<file path="src/rtl/exception_commit_ctrl.sv">
// ---------------------------------------------------------------------------
// exception_commit_ctrl
//
// Writeback-stage exception / CP0 commit controller for an N-lane
// superscalar core. Lane 0 is the oldest lane of a bundle.
//
// Each cycle in IDLE it:
//   - finds the oldest lane carrying an exception (or an interrupt taken on
//     lane 0) or an ERET,
//   - retires every valid lane older than that event (plus the ERET lane
//     itself),
//   - drives the single CP0 write/event port,
//   - flushes younger work and registers a fetch redirect.
// After the redirect is accepted, a drain window discards wrong-path bundles.
//
// Ports:
//   clk, reset          clock, asynchronous active-high reset
//   ws_*                per-lane writeback bundle (valid, {mfc0,mtc0,eret},
//                       CP0 address, mtc0 data, PC, ex, bd, exccode,
//                       badvaddr)
//   int_pending         masked CP0 interrupt request
//   c0_epc              current EPC value
//   commit_mask         lanes retiring this cycle
//   c0_we/addr/wdata    CP0 register write port
//   c0_ex, c0_eret_flush, c0_bd, c0_exccode, c0_badvaddr, c0_pc
//                       CP0 event port
//   flush               kill younger in-flight work (event cycle)
//   redirect_valid/pc/ready   front-end redirect handshake
//   busy                controller is not in IDLE
//
// Optional feature (macro EXC_COMMIT_STATS_EN): adds exc_count,
// eret_count and last_exccode statistics outputs.
// ---------------------------------------------------------------------------
module exception_commit_ctrl #(
  parameter int                    LANES        = 2,
  parameter int                    C0_ADDR_W    = 8,
  parameter logic [31:0]           EXC_VECTOR   = 32'hBFC0_0380,
  parameter logic [C0_ADDR_W-1:0]  EPC_ADDR     = C0_ADDR_W'(112),
  parameter int                    DRAIN_CYCLES = 2
) (
  input  logic                       clk,
  input  logic                       reset,
  input  logic [LANES-1:0]           ws_valid,
  input  logic [3*LANES-1:0]         ws_c0_op,
  input  logic [C0_ADDR_W*LANES-1:0] ws_c0_addr,
  input  logic [32*LANES-1:0]        ws_result,
  input  logic [32*LANES-1:0]        ws_pc,
  input  logic [LANES-1:0]           ws_ex,
  input  logic [LANES-1:0]           ws_bd,
  input  logic [5*LANES-1:0]         ws_exccode,
  input  logic [32*LANES-1:0]        ws_badvaddr,
  input  logic                       int_pending,
  input  logic [31:0]                c0_epc,
  output logic [LANES-1:0]           commit_mask,
  output logic                       c0_we,
  output logic [C0_ADDR_W-1:0]       c0_addr,
  output logic [31:0]                c0_wdata,
  output logic                       c0_ex,
  output logic                       c0_eret_flush,
  output logic                       c0_bd,
  output logic [4:0]                 c0_exccode,
  output logic [31:0]                c0_badvaddr,
  output logic [31:0]                c0_pc,
  output logic                       flush,
  output logic                       redirect_valid,
  output logic [31:0]                redirect_pc,
  input  logic                       redirect_ready,
  output logic                       busy
`ifdef EXC_COMMIT_STATS_EN
  ,
  output logic [31:0]                exc_count,
  output logic [31:0]                eret_count,
  output logic [4:0]                 last_exccode
`endif
);

  typedef enum logic [1:0] {
    ST_IDLE,
    ST_REDIRECT,
    ST_DRAIN
  } state_e;

  // The drain counter is loaded with DRAIN_CYCLES-1 so that exactly
  // DRAIN_CYCLES cycles are spent in ST_DRAIN.
  localparam logic [3:0] DRAIN_LOAD = (DRAIN_CYCLES > 0) ? 4'(DRAIN_CYCLES - 1) : 4'd0;

  state_e      state_q, state_d;
  logic        redirect_valid_q, redirect_valid_d;
  logic [31:0] redirect_pc_q, redirect_pc_d;
  logic [3:0]  drain_cnt_q, drain_cnt_d;

  logic             ev_found, ev_is_ex, lane_ex, lane_eret, irq_lane0;
  logic [2:0]       ev_idx, we_idx;
  logic             we_found;
  logic [LANES-1:0] mtc0_commit;
  logic [31:0]      ev_target;

  // mfc0 has no side effects in this block; the opcode bus is only partly used.
  logic unused_op_bits;
  assign unused_op_bits = ^ws_c0_op;

  // Event selection and commit mask. Only IDLE looks at the bundle, so any
  // bundle arriving in REDIRECT/DRAIN is dropped with all outputs at zero.
  // NOTE: every variable gets a default before any branch so no latch is inferred.
  always_comb begin
    commit_mask = '0;
    ev_found    = 1'b0;
    ev_is_ex    = 1'b0;
    ev_idx      = '0;
    lane_ex     = 1'b0;
    lane_eret   = 1'b0;
    c0_bd       = 1'b0;
    c0_exccode  = '0;
    c0_badvaddr = '0;
    c0_pc       = '0;
    irq_lane0   = int_pending && ws_valid[0];
    if (state_q == ST_IDLE) begin
      for (int i = 0; i < LANES; i++) begin
        if (!ev_found) begin
          // An interrupt is taken on lane 0 by treating it as excepting.
          lane_ex   = ws_valid[i] && (ws_ex[i] || (i == 0 && int_pending));
          lane_eret = ws_valid[i] && ws_c0_op[3*i];
          if (lane_ex || lane_eret) begin
            ev_found       = 1'b1;
            ev_is_ex       = lane_ex;
            ev_idx         = 3'(i);
            commit_mask[i] = !lane_ex;  // ERET lane retires, excepting lane does not
            c0_bd          = ws_bd[i];
            c0_pc          = ws_pc[32*i +: 32];
            if (!(i == 0 && irq_lane0)) begin
              c0_exccode  = ws_exccode[5*i +: 5];
              c0_badvaddr = ws_badvaddr[32*i +: 32];
            end
          end else begin
            commit_mask[i] = ws_valid[i];
          end
        end
      end
    end
  end

  // CP0 write port: lowest committed lane doing mtc0.
  always_comb begin
    c0_we       = 1'b0;
    c0_addr     = '0;
    c0_wdata    = '0;
    we_found    = 1'b0;
    we_idx      = '0;
    mtc0_commit = '0;
    for (int i = 0; i < LANES; i++) begin
      mtc0_commit[i] = commit_mask[i] && ws_c0_op[3*i+1] && !ws_ex[i];
      if (mtc0_commit[i] && !we_found) begin
        we_found = 1'b1;
        we_idx   = 3'(i);
        c0_we    = 1'b1;
        c0_addr  = ws_c0_addr[C0_ADDR_W*i +: C0_ADDR_W];
        c0_wdata = ws_result[32*i +: 32];
      end
    end
  end

  assign flush         = ev_found;
  assign c0_ex         = ev_found && ev_is_ex;
  assign c0_eret_flush = ev_found && !ev_is_ex;

  // An older lane writing EPC in the ERET bundle must win over the stale
  // CP0 value, since CP0 only sees that write at the end of this cycle.
  assign ev_target = ev_is_ex ? EXC_VECTOR :
                     (we_found && (c0_addr == EPC_ADDR) && (we_idx < ev_idx)) ? c0_wdata :
                     c0_epc;

  always_comb begin
    state_d          = state_q;
    redirect_valid_d = redirect_valid_q;
    redirect_pc_d    = redirect_pc_q;
    drain_cnt_d      = drain_cnt_q;
    unique case (state_q)
      ST_IDLE: begin
        if (ev_found) begin
          state_d          = ST_REDIRECT;
          redirect_valid_d = 1'b1;
          redirect_pc_d    = ev_target;
        end
      end
      ST_REDIRECT: begin
        if (redirect_ready) begin
          redirect_valid_d = 1'b0;
          if (DRAIN_CYCLES == 0) begin
            state_d = ST_IDLE;
          end else begin
            state_d     = ST_DRAIN;
            drain_cnt_d = DRAIN_LOAD;
          end
        end
      end
      ST_DRAIN: begin
        if (drain_cnt_q == 4'd0) state_d = ST_IDLE;
        else                     drain_cnt_d = drain_cnt_q - 4'd1;
      end
      default: state_d = ST_IDLE;
    endcase
  end

  // NOTE: sequential state uses non-blocking assignments so every flop samples pre-edge values.
  always_ff @(posedge clk or posedge reset) begin
    if (reset) begin
      state_q          <= ST_IDLE;
      redirect_valid_q <= 1'b0;
      redirect_pc_q    <= '0;
      drain_cnt_q      <= '0;
    end else begin
      state_q          <= state_d;
      redirect_valid_q <= redirect_valid_d;
      redirect_pc_q    <= redirect_pc_d;
      drain_cnt_q      <= drain_cnt_d;
    end
  end

  assign redirect_valid = redirect_valid_q;
  assign redirect_pc    = redirect_pc_q;
  assign busy           = (state_q != ST_IDLE);

  // Issue guarantees at most one mtc0 per retired bundle.
  always_ff @(posedge clk) begin
    if (!reset) begin
      mtc0_single: assert ($countones(mtc0_commit) <= 1);
    end
  end

`ifdef EXC_COMMIT_STATS_EN
  logic [31:0] exc_count_q, exc_count_d;
  logic [31:0] eret_count_q, eret_count_d;
  logic [4:0]  last_exccode_q, last_exccode_d;

  always_comb begin
    exc_count_d    = exc_count_q;
    eret_count_d   = eret_count_q;
    last_exccode_d = last_exccode_q;
    if (c0_ex) begin
      exc_count_d    = exc_count_q + 32'd1;  // wraps naturally
      last_exccode_d = c0_exccode;
    end
    if (c0_eret_flush) eret_count_d = eret_count_q + 32'd1;
  end

  always_ff @(posedge clk or posedge reset) begin
    if (reset) begin
      exc_count_q    <= '0;
      eret_count_q   <= '0;
      last_exccode_q <= '0;
    end else begin
      exc_count_q    <= exc_count_d;
      eret_count_q   <= eret_count_d;
      last_exccode_q <= last_exccode_d;
    end
  end

  assign exc_count    = exc_count_q;
  assign eret_count   = eret_count_q;
  assign last_exccode = last_exccode_q;
`endif

endmodule

</file>
<file path="config.mk">
export PLATFORM = sky130hd
export DESIGN_NAME = exception_commit_ctrl
export DESIGN_NICKNAME = d
export VERILOG_FILES = /design/src/rtl/exception_commit_ctrl.sv
export SDC_FILE = /design/constraint.sdc
export NUM_CORES = 1
export LEC_CHECK = 0
export CORE_AREA = 8 8 154 156
export DETAILED_ROUTE_END_ITERATION = 12
export DIE_AREA = 0 0 162 164
export PLACE_DENSITY = 0.51
export SYNTH_ARGS = -nofsm -noshare
export SYNTH_HDL_FRONTEND = slang
export SYNTH_SLANG_ARGS = --single-unit
</file>
<file path="constraint.sdc">
create_clock -name clk -period 3.6 [get_ports clk]
set_input_delay 0.54 -clock clk [delete_from_list [all_inputs] [get_ports clk]]
set_output_delay 0.54 -clock clk [all_outputs]
set_load 0.03 [all_outputs]
</file>
Yosys cells after proc, flatten, opt, wreduce, memory -nomap -nowiden
Index checks and enable logic that the tools add are counted.
{ "word_totals": {"reg_bits": 39, "inputBits": 266, "output_inout_bits": 150} }
{ "op_classes": {"mux": 53, "n_reduce_logical": 32, "magnitude_cmp": 1, "addsub": 1, "n_eq_ne": 7} }
{ "ops": {"columns": ["cell", "n"], "rows": [
  ["32-bit two-way mux", 13],
  ["5-bit two-way mux", 5],
  ["1-bit two-way mux", 24],
  ["8-bit two-way mux", 2],
  ["1-bit logical AND", 14],
  ["3-bit AND reduction", 3],
  ["8-bit by 7-bit == test with 1-bit output (second input constant)", 1],
  ["2-bit two-way mux", 4],
  ["4-bit two-way mux", 2],
  ["2-bit != test (second input constant)", 4],
  ["4-bit one-hot mux with 2 select lines", 1],
  ["1-bit zero test", 6],
  ["2-bit one-hot mux with 3 select lines", 1],
  ["2-bit nonzero test", 3],
  ["4-bit zero test", 1],
  ["4-bit by 1-bit subtractor with 4-bit output (second input constant)", 1],
  ["1-bit logical OR", 3],
  ["3-bit < comparator", 1],
  ["2-bit by 1-bit == test with 1-bit output (second input constant)", 1],
  ["2-bit == test (second input constant)", 1],
  ["2-bit zero test", 1],
  ["1-bit one-hot mux with 2 select lines", 1],
  ["2-bit AND reduction", 1]
]} }

Longest topological paths before layout
{ "logic_depth": {"depth_word": 18, "depth_mapped": 7, "ltp_nobuf": 6} }

Worst setup path before layout
No wires, ideal clock.
{ "synth_path": {"path_type": "in2out", "start": "input ws_ex[0]", "end": "output c0_addr[0]", "cell_stages": 6, "setup_slack_ns": 0.855, "arrival_time_ns": 2.205, "cell_sequence": "o31a_1 > nor4b_4 > and3b_1 > buf_4 > buf_6 > a22o_1"} }
{ "synth_via": {"elab_chain_len": 11} }
{ "synth_rtl": {"columns": ["element", "line", "text"], "rows": [
  ["start: declaration", "48", "input logic [LANES-1:0] ws_ex,"],
  ["1-bit logical OR", "121", "lane_ex = ws_valid[i] && (ws_ex[i] || (i == 0 && int_pending));"],
  ["1-bit logical AND", "121", null],
  ["1-bit logical OR", "123", "if (lane_ex || lane_eret) begin"],
  ["1-bit two-way mux", "123", null],
  ["1-bit two-way mux", "117", "if (state_q == ST_IDLE) begin"],
  ["1-bit two-way mux", "119", "if (!ev_found) begin"],
  ["2-bit two-way mux", "117", null],
  ["net commit_mask[1]", "54", "output logic [LANES-1:0] commit_mask,"],
  ["1-bit logical AND (2 in a row)", "151", "mtc0_commit[i] = commit_mask[i] && ws_c0_op[3*i+1] && !ws_ex[i];"],
  ["1-bit logical AND", "152", "if (mtc0_commit[i] && !we_found) begin"],
  ["8-bit two-way mux", "152", null],
  ["end: declaration", "56", "output logic [C0_ADDR_W-1:0] c0_addr,"]
]} }
The timed path passes the listed nets, and every way through them passes these cells. The select of a mux whose other input is x is not followed.

Worst setup path in the final report
{ "layout_path": {"start": "input ws_ex[0]", "end": "output c0_wdata[15]"} }
{ "layout_via": {"elab_chain_len": 11} }
{ "layout_rtl": {"columns": ["element", "line", "text"], "rows": [
  ["1-bit logical OR", "121", null],
  ["1-bit logical AND", "121", null],
  ["1-bit logical OR or 1-bit zero test (tied branches)", "123, 127", null],
  ["1-bit two-way mux", "123", null],
  ["1-bit two-way mux or 2-bit two-way mux (tied branches)", "117", null],
  ["1-bit two-way mux or 1-bit logical AND (tied branches)", "119, 151", null],
  ["2-bit two-way mux or 1-bit logical AND (tied branches)", "117, 151", null],
  ["1-bit logical AND or 1-bit two-way mux (tied branches)", "151, 152", null],
  ["1-bit logical AND or 1-bit zero test (tied branches)", "151, 152", null],
  ["1-bit logical AND", "152", null],
  ["32-bit two-way mux *", "152", null],
  ["end: declaration", "57", "output logic [31:0] c0_wdata,"]
]} }
Every way passes the cells marked *; elsewhere a longest branch is shown, timed or not. The select of a mux whose other input is x is not followed.

==> results.txt <==
----------------------------------------------------
[Detailed routing]
  DRC violations left ... 0
  Final routed wire length divided by cell count ... 22.14 um
  Total iterations of the first detailed-routing run ... 4
  Total wire length ... 25180 um
  Number of vias per cell ... 4.682
  Detail Route Antenna Nets ... 0
  DRT iter0 DRCs ... 206
  Via count of the routed design ... 5324

[Synthesis]
  Top FF cell, synth ... sky130_fd_sc_hd__dfrtp_1
  Synthesized area per cell ... 7.841 um^2
  Post-synth top cells ... 73 x sky130_fd_sc_hd__a22o_1, 54 x sky130_fd_sc_hd__nor2_1, 39 x sky130_fd_sc_hd__dfrtp_1
  Syn_nets ... 735
  Sequential fraction of the synthesis area ... 26.59%
  Number of instances in the synthesized netlist ... 468
  Yosys warning total ... 0
  Cell type contributing the most total cell area after synthesis ... sky130_fd_sc_hd__dfrtp_1
  Library cells used by synthesis ... 46
  Top-count cell post-synth ... sky130_fd_sc_hd__a22o_1
  Mux cell area share after synthesis ... 0%
  Seq cells post-synth ... 39
  Adder and majority gate portion of the synthesized area ... 0.3409%
  Main combinational cell family by area after synthesis ... compound AO/OA/AOI/OAI gates
  Post-synthesis share of cell area spent on xor and xnor gates ... 0.2387%
  Number of enable flip-flop cells after synthesis ... 0
  Post-synth design cell area ... 3670 um^2
  Complex-gate fraction of the synthesized area ... 41.53%
  Basic-gate share of the synthesized area counting and, or, nand and nor cells ... 20.56%
  Top cell type's share of synthesized area ... 26.59%
  Leading post-synthesis cells by cell area ... sky130_fd_sc_hd__dfrtp_1 27%, sky130_fd_sc_hd__a22o_1 17%, sky130_fd_sc_hd__a22oi_1 7.6%
  Share of async-settable or async-resettable flops after synthesis ... 100.0%

[STA]
  Pins over their slew limit ... 0
  Max Clock Skew ... 0.006026 ns
  Worst-Margin Slew ... 1.042 ns
  Post-route worst hold slack ... 0.4935 ns
  Headroom to the max-slew limit ... 30.12%
  RSZ-0062 raised after global routing ... no
  Post-route clock period utilization ... 95.78%
  Hold Violations, Final ... 0
  Setup WS post-layout ... 0.1521 ns
  FMAX ... 0.2900 GHz
  Number of endpoints failing setup at the final stage ... 0
  Sum of negative setup slack ... 0 ns
  Final critical path time including I/O delays and setup ... 3.448 ns

[Power]
  Share of power burned in registers ... 18.3%
  Switching share of total power ... 47.57%
  Combinational power share ... 69.3%
  Share of power burned in the clock network ... 12.4%
  Leak Pwr ... 3.255 nW
  Areal power density over the cells ... 502.1 nW/um^2
  Power Internal ... 0.002195 W
  Max IR drop VDD ... 170.3 uV
  Net load switching power ... 0.001991 W

[Worst setup path]
  Critical Path RT ... 3.06 ns
  Crit end category ... output port
  Data arrival time of the critical path ... 2.91 ns
  Critical setup path kind ... input pin to output port
  Maximum fanout along the worst path ... 8
  Setup crit start kind ... input pin

[Layout]
  Growth of design area from synthesis to finish ... 127.2%
  Filler cell count ... 2242
  Layout cell share with drive strength beyond 1 ... 13.19%
  Fin nets ... 1123
  Count of antenna diodes in the layout ... 0

[Place]
  Routability cong. ... 0.8197
  Setup slack at placement ... 0.1128 ns
  Detail Placement HPWL ... 20730 um
  Port Buf Inserts ... 413

[Clock tree]
  Clock tree from TritonCTS ... done
  Root buf cell ... sky130_fd_sc_hd__clkbuf_16
  Sink count of the clock tree ... 39
  Number of post-CTS setup repair buffers ... 0
  Maximum number of buffers from clock root to sink ... 2
  Clock transition at the register clock pins on the worst setup and hold paths after CTS ... 0.06 ns
  Number of levels in the clock H-tree ... 2
  Clock latency reported for the late side of the worst-skew pair ... 0.28 ns
  # hold bufs at CTS ... 0
  Clock buffer count from CTS ... 5
  Number of gates given a new drive strength after cts ... 0

[GRT]
  Leftover overflow at the end of global routing ... 0
  Wire length of the first global-routing pass ... 36140 um
  Largest net degree at the start of global routing ... 53
  Initial antenna violation count ... 0
  Overall Global Routing Usage ... 17.65%
  Number of global-route vias before repair ... 5678

[Die]
  Area of the placeable core ... 21350 um^2
  Die Span Y ... 164 um
  Full die area ... 26570 um^2
  Effective utilization at floorplan ... 17.19%
  IO Count ... 416
  Die width ... 162 um
  Core Rows ... 54

[Outcome]
  Outcome ... finished clean

[Flow run]
  Max-cap check violation count ... 0

[Worst hold path]
  Hold crit path type ... flop to flop

----------------------------------------------------
-- critical path, stage by stage --
cell and delay, ns:
sky130_fd_sc_hd__clkdlybuf4s50_1 0.42, sky130_fd_sc_hd__o31a_1 0.36, sky130_fd_sc_hd__nor4b_4 0.30, sky130_fd_sc_hd__and3b_2 0.29, sky130_fd_sc_hd__buf_4 0.18, sky130_fd_sc_hd__a22o_1 0.13
sky130_fd_sc_hd__clkdlybuf4s50_1 0.68
-- sequential cells by signal (all words and copies together) (netlist names) --
name and cells:
drain_cnt_q 4, redirect_pc 32, state_q 2, redirect_valid 1
-- stage by stage --
step                power (W)  instances  cell area, um^2  util [%]
global placement     0.003717       1129             8168     38.26
global route         0.004420       1137             8337     39.05
floorplan            0.002297        468             3670         -
finish               0.004186       1137             8337     39.05
detailed placement   0.003711       1129             8168     38.26
CTS                  0.004255       1137             8337     39.05
-- power groups by stage --
| stage | Combinational (W) | Clock (W) | Sequential (W) |
|---|---|---|---|
| floorplan | 0.00119 | 0 | 0.00111 |
| global route | 0.00308 | 0.000550 | 0.000792 |
| global placement | 0.00295 | 0 | 0.000764 |
| detailed placement | 0.00294 | 0 | 0.000773 |
| CTS | 0.00295 | 0.000542 | 0.000768 |
| finish | 0.00290 | 0.000518 | 0.000768 |
-- layer usage --
metal	routed length [um]	GRT usage (%)	share of wire [%]	vias to the layer above
li1	-	-	-	2586
met1	10030	20.56	40	2530
met2	13210	32.29	52	198
met3	1836	5.263	7.3	10
met4	97	1.768	0.39	0
met5	0	0	0	-
-- layout make-up --
type | count | area (um^2) | share of cell area (%)
Clock buffer | 5 | 125.1 | 1.501
Tap cell | 280 | 350.3 | 4.202
Clock inverter | 3 | 43.79 | 0.5253
Timing Repair Buffer | 441 | 4417 | 52.98
Multi-Input combinational cell | 342 | 2323 | 27.87
Inverter | 27 | 101.3 | 1.216
Sequential cell | 39 | 975.9 | 11.71
-- logic make-up after synthesis --
family | count (synthesis)
buffers and inverters | 87
AND/OR/NAND/NOR | 151
adder cells (fa/ha/maj) | 1
XOR/XNOR | 1
flip-flops | 39
AO/OA/AOI/OAI | 189
-- path summary, 6_finish.rpt --
| check | to | slack [ns] | from | cells after the start |
|---|---|---|---|---|
| min in group asynchronous | redirect_pc[18] | 0.69 | reset | 2 |
| max | c0_wdata[15] | 0.15 | ws_ex[0] | 7 |
| max in group asynchronous | redirect_pc[22] | 2.21 | reset | 3 |
| max reg2reg | redirect_pc[8] | 1.23 | state_q[0] | 6 |
| min | redirect_pc[12] | 0.49 | redirect_pc[12] | 2 |
| min reg2reg | redirect_pc[12] | 0.49 | redirect_pc[12] | 2 |
-- placed cells by master, fill, tap and decap left out, types with 20 or more instances in the layout --
cell / synthesis / layout
sky130_fd_sc_hd__dfrtp_1: 39 / 39
sky130_fd_sc_hd__clkdlybuf4s50_1: 0 / 347
sky130_fd_sc_hd__inv_1: 26 / 25
sky130_fd_sc_hd__o211ai_1: 20 / 20
sky130_fd_sc_hd__nand2_1: 21 / 21
sky130_fd_sc_hd__a22o_1: 73 / 73
sky130_fd_sc_hd__buf_4: 2 / 75
sky130_fd_sc_hd__a211oi_1: 33 / 33
sky130_fd_sc_hd__a22oi_1: 37 / 37
sky130_fd_sc_hd__nand3_1: 20 / 20
sky130_fd_sc_hd__nor2_1: 54 / 53
sky130_fd_sc_hd__nand4_1: 20 / 20
Power figures use the tool's default switching activity.
==> variant 1, RTL diff (same settings) <==
`LANES`: 2 -> 1.
--- a/src/rtl/exception_commit_ctrl.sv
+++ b/src/rtl/exception_commit_ctrl.sv
@@ -33,5 +33,5 @@
 // ---------------------------------------------------------------------------
 module exception_commit_ctrl #(
-  parameter int                    LANES        = 2,
+  parameter int                    LANES        = 1,
   parameter int                    C0_ADDR_W    = 8,
   parameter logic [31:0]           EXC_VECTOR   = 32'hBFC0_0380,
Interface: changed (10 resized); port bits go from 416 to 300. The function was not compared with the original's and may differ.
==> variant 1 against the original RTL <==
  * Non-clock buffer count is 136 lower
  * Wire length is 45% lower
  * Clock power is 0.8% higher
  * Via count is 45% lower
  * Final cell count is 28% lower
  * Hold slack better by 0.014 ns
  * Sequential cell count stayed put
  * First-iteration DRC count is 64% lower
  * Sequential share of layout area is 5.4 points higher
  * Worst setup slack better by 0.33 ns
  * Final area is 31% lower
  * Synthesized area is 37% lower
  * Power is 40% lower
  * Largest power group unchanged
==> variant 1: results (changes against the original RTL) <==
| Metric | Value |
|---|---|
| First-pass GRT wire length | 19,500 um (-46%) |
| Share of layout cells above drive strength 1 | 21.8% (+8.6 points) |
| Port buffer count | 298 (-28%) |
| Post-detailed-route via-to-cell ratio | 3.59 (-23%) |
| Final nets | 684 (-39%) |
| Drt initial violations | 75 (-64%) |
| Detailed Route WL | 13,700 um (-45%) |
| Hold_sp | redirect_pc[21] |
| Met2 Wirelength | 7060 um (-47%) |
| Hold Path Depth | 1 (-1) |
| Worst reg2reg path startpoint | state_q[1] |
| Met3 WL | 1570 um (-15%) |
| Met1 wire length | 5040 um (-50%) |
| Outcome | complete, no violations |
| Worst Skew | 0.0110 ns (+0.00502 ns) |
| Crit Path Max Fanout | 30 (+22) |
| Post-Syn Nets | 389 (-47%) |
| Hold worst-path end | redirect_pc[21] |
| Pleak | 2.44 nW (-25%) |
| Seq/Total Area, Yosys | 42.5% (+16 points) |
| Maximum number of pins on one net before global-route repair | 41 (-23%) |
| Critical R2R Capture | redirect_pc[10] |
| Clk_lat worst skew | 0.30 ns (+0.02 ns) |
| Worst reg-to-reg setup slack | 1.88 ns (+0.65 ns) |
| GRT Overall Usage | 9.52% (-8.1 points) |
| CP startpoint | int_pending |
| Dpl hpwl | 11,900 um (-42%) |
| Slew @ Worst Pin | 0.899 ns (-0.143 ns) |
| Fill cells | 2,267 (+1.1%) |
| RePlAce Congestion | 0.756 (-7.8%) |
| Commonest cells post-synth | 110 x and2_1, 39 x dfrtp_1, 20 x a22o_1, 12 x o22a_1 |
| Library cells used by synthesis | 31 (-33%) |
| Vias in the first global route | 3,138 (-45%) |
-- variant 1: kinds of logic (layout without fill, tap and decap cells) --
family                   count (synthesis)  after routing  share of synthesized area (%)
AND/OR/NAND/NOR                        133            133                           36.4
buffers and inverters                   22            318                           5.02
multiplexers                             3              3                           1.36
adder cells (fa/ha/maj)                  1              1                          0.545
flip-flops                              39             39                           42.5
AO/OA/AOI/OAI                           39             39                           14.2
-- variant 1: power breakdown --
part           switching (mW)  internal, mW  total, mW
Clock                   0.195         0.327      0.522
Sequential             0.0826         0.540      0.623
Combinational           0.740         0.637       1.38
-- variant 1: worst max path at each step --
stage,to,cells past startpoint
6_report,c0_pc[6],6
4_1_cts,c0_pc[31],6
2_1_floorplan,c0_badvaddr[10],4
3_5_place_dp,c0_pc[31],6
3_3_place_gp,c0_pc[23],6
5_1_grt,c0_pc[30],6
-- variant 1: routing by layer --
| layer | global-route usage [%] | vias to the layer above |
|---|---|---|
| li1 | - | 1374 |
| met1 | 9.85 | 1368 |
| met2 | 17.7 | 167 |
| met3 | 4.24 | 6 |
| met4 | 1.39 | 0 |
| met5 | 0 | - |
-- variant 1: critical path, delay by kind of cell --
family | cells | cell delay, ns
buffers and inverters | 3 | 1.59
and+or+nand+nor | 3 | 0.44
-- variant 1: area by class of cell --
class / count / area (um2) / share of cell area [%]
Sequential cell: 39 / 976 / 17.1
Multi-Input combinational cell: 176 / 1200 / 21.0
Clock buffer: 5 / 125 / 2.19
Clock inverter: 3 / 43.8 / 0.766
Inverter: 5 / 18.8 / 0.328
Timing Repair Buffer: 305 / 3000 / 52.5
Tap cell: 280 / 350 / 6.12
-- variant 1: through the flow --
step	total power, mW	setup WS, ns	hold WS, ns	instance area, um2	cells
finish	2.52	0.478	0.508	5720	813
global route	2.66	0.304	0.523	5720	813
CTS	2.58	0.410	0.511	5720	813
detailed placement	2.03	0.422	0.491	5550	805
global placement	2.00	0.486	0.489	5550	805
floorplan	1.36	1.37	0.524	2290	237
==> variant 2, RTL diff (same flow settings) <==
Made on the original files. Register the output `redirect_pc` once more, with the module's reset; this adds one clock of latency there. The other outputs are not delayed to match.
--- a/src/rtl/exception_commit_ctrl.sv
+++ b/src/rtl/exception_commit_ctrl.sv
@@ -218,5 +218,11 @@
 
   assign redirect_valid = redirect_valid_q;
-  assign redirect_pc    = redirect_pc_q;
+  always_ff @(posedge clk or posedge reset) begin
+    if (reset) begin
+      redirect_pc <= '0;
+    end else begin
+      redirect_pc <= redirect_pc_q;
+    end
+  end
   assign busy           = (state_q != ST_IDLE);
 
Check against the original RTL: not equivalent (a bounded check fails within 4 cycles, from zero or initial values and one cycle with reset high).
==> variant 2 against the original RTL <==
  * Wire length increased by 2.7%
  * Sequential cell count rose by 32
  * Critical path depth is the same
  * Worst setup slack worse by 0.052 ns
  * Synthesized area increased by 18%
  * Final cell count is 2.1% lower
  * Largest cell class unchanged
  * Combinational power hardly changed
  * First-iteration DRC count is 69% higher
  * Non-clock buffer count decreased by 6
  * Fmax is 1.5% lower
  * Power grew 22%
  * Final area grew 11%
==> variant 2: results (changes against the original RTL) <==
| Metric | Value |
|---|---|
| Outcome | complete, no violations |
| Final hold slack | 0.373 ns (-0.121 ns) |
| Met2 Wirelength | 13,600 um (+2.8%) |
| Internal power | 2.99 mW (+36%) |
| CP startpoint | ws_valid[0] |
| Period utilization | 97.2% (+1.5 points) |
| First-pass GRT wire length | 37,500 um (+3.8%) |
| Routed vias | 5,448 (+2.3%) |
| Drt initial violations | 349 (+69%) |
| Crit Path Max Fanout | 20 (+12) |
| Xor/xnor share of the synthesized area | 0.203% (-0.036 points) |
| Syn Inst Count | 434 (-7.3%) |
| Final nets | 1,094 (-2.6%) |
| Pleak | 3.85 nW (+18%) |
| Maximum vdd drop | 0.237 mV (+39%) |
| Main area contributors after synthesis | dfrtp_1 41%, a22o_1 15%, a22oi_1 6.4% |
| Max-slew headroom | 48.9% (+19 points) |
| Seq/Total Area, Yosys | 41.1% (+15 points) |
| Critical R2R Capture | redirect_pc_q[10] |
| Worst Skew | 0.00209 ns (-0.00394 ns) |
| DR top layer | met5 |
| Adder-Cell Fraction of Synth Area | 0.290% (-0.051 points) |
| Vias in the first global route | 5,929 (+4.4%) |
| Compound-Gate Fraction of Synth Area | 38.1% (-3.4 points) |
| Hold worst-path end | redirect_pc[10] |
| GRT Overall Usage | 18.4% (+0.79 points) |
| Worst reg-to-reg setup slack | 1.25 ns (+0.02 ns) |
| Met3 WL | 2530 um (+38%) |
| Clk_lat worst skew | 0.32 ns (+0.04 ns) |
| Commonest cells post-synth | 73 x a22o_1, 71 x dfrtp_1, 56 x nor2_1, 37 x a22oi_1, 32 x clkbuf_1 |
| DP Area | 8910 um2 (+9.1%) |
| Detailed Route WL | 25,900 um (+2.7%) |
## variant 2: layout make-up
cell class | count | area, um2
Fill cell | 2078 | 12100
Timing Repair Buffer | 435 | 4480
Multi-Input combinational cell | 303 | 2290
Sequential cell | 71 | 1780
Tap cell | 280 | 350
Clock buffer | 11 | 233
Clock inverter | 5 | 58.8
Inverter | 7 | 26.3
Antenna cell | 1 | 2.50
## variant 2: power groups by stage
stage / Clock (mW) / Combinational, mW / Sequential [mW]
after CTS: 0.885 / 2.96 / 1.33
after floorplan: 0 / 1.21 / 1.63
final: 0.861 / 2.91 / 1.33
after global placement: 0 / 2.93 / 1.32
after detailed placement: 0 / 2.94 / 1.34
after global routing: 0.919 / 3.08 / 1.37
## variant 2: layer usage
metal	vias to the layer above	track usage (%)
met5	-	0
met1	2656	19.8
li1	2531	-
met3	20	7.24
met2	229	33.9
met4	12	3.41
## variant 2: timing repair
action                     4_1_cts  5_1_grt
setup endpoints to repair        0        7
gates resized for setup          0        7
hold buffers                     0        0
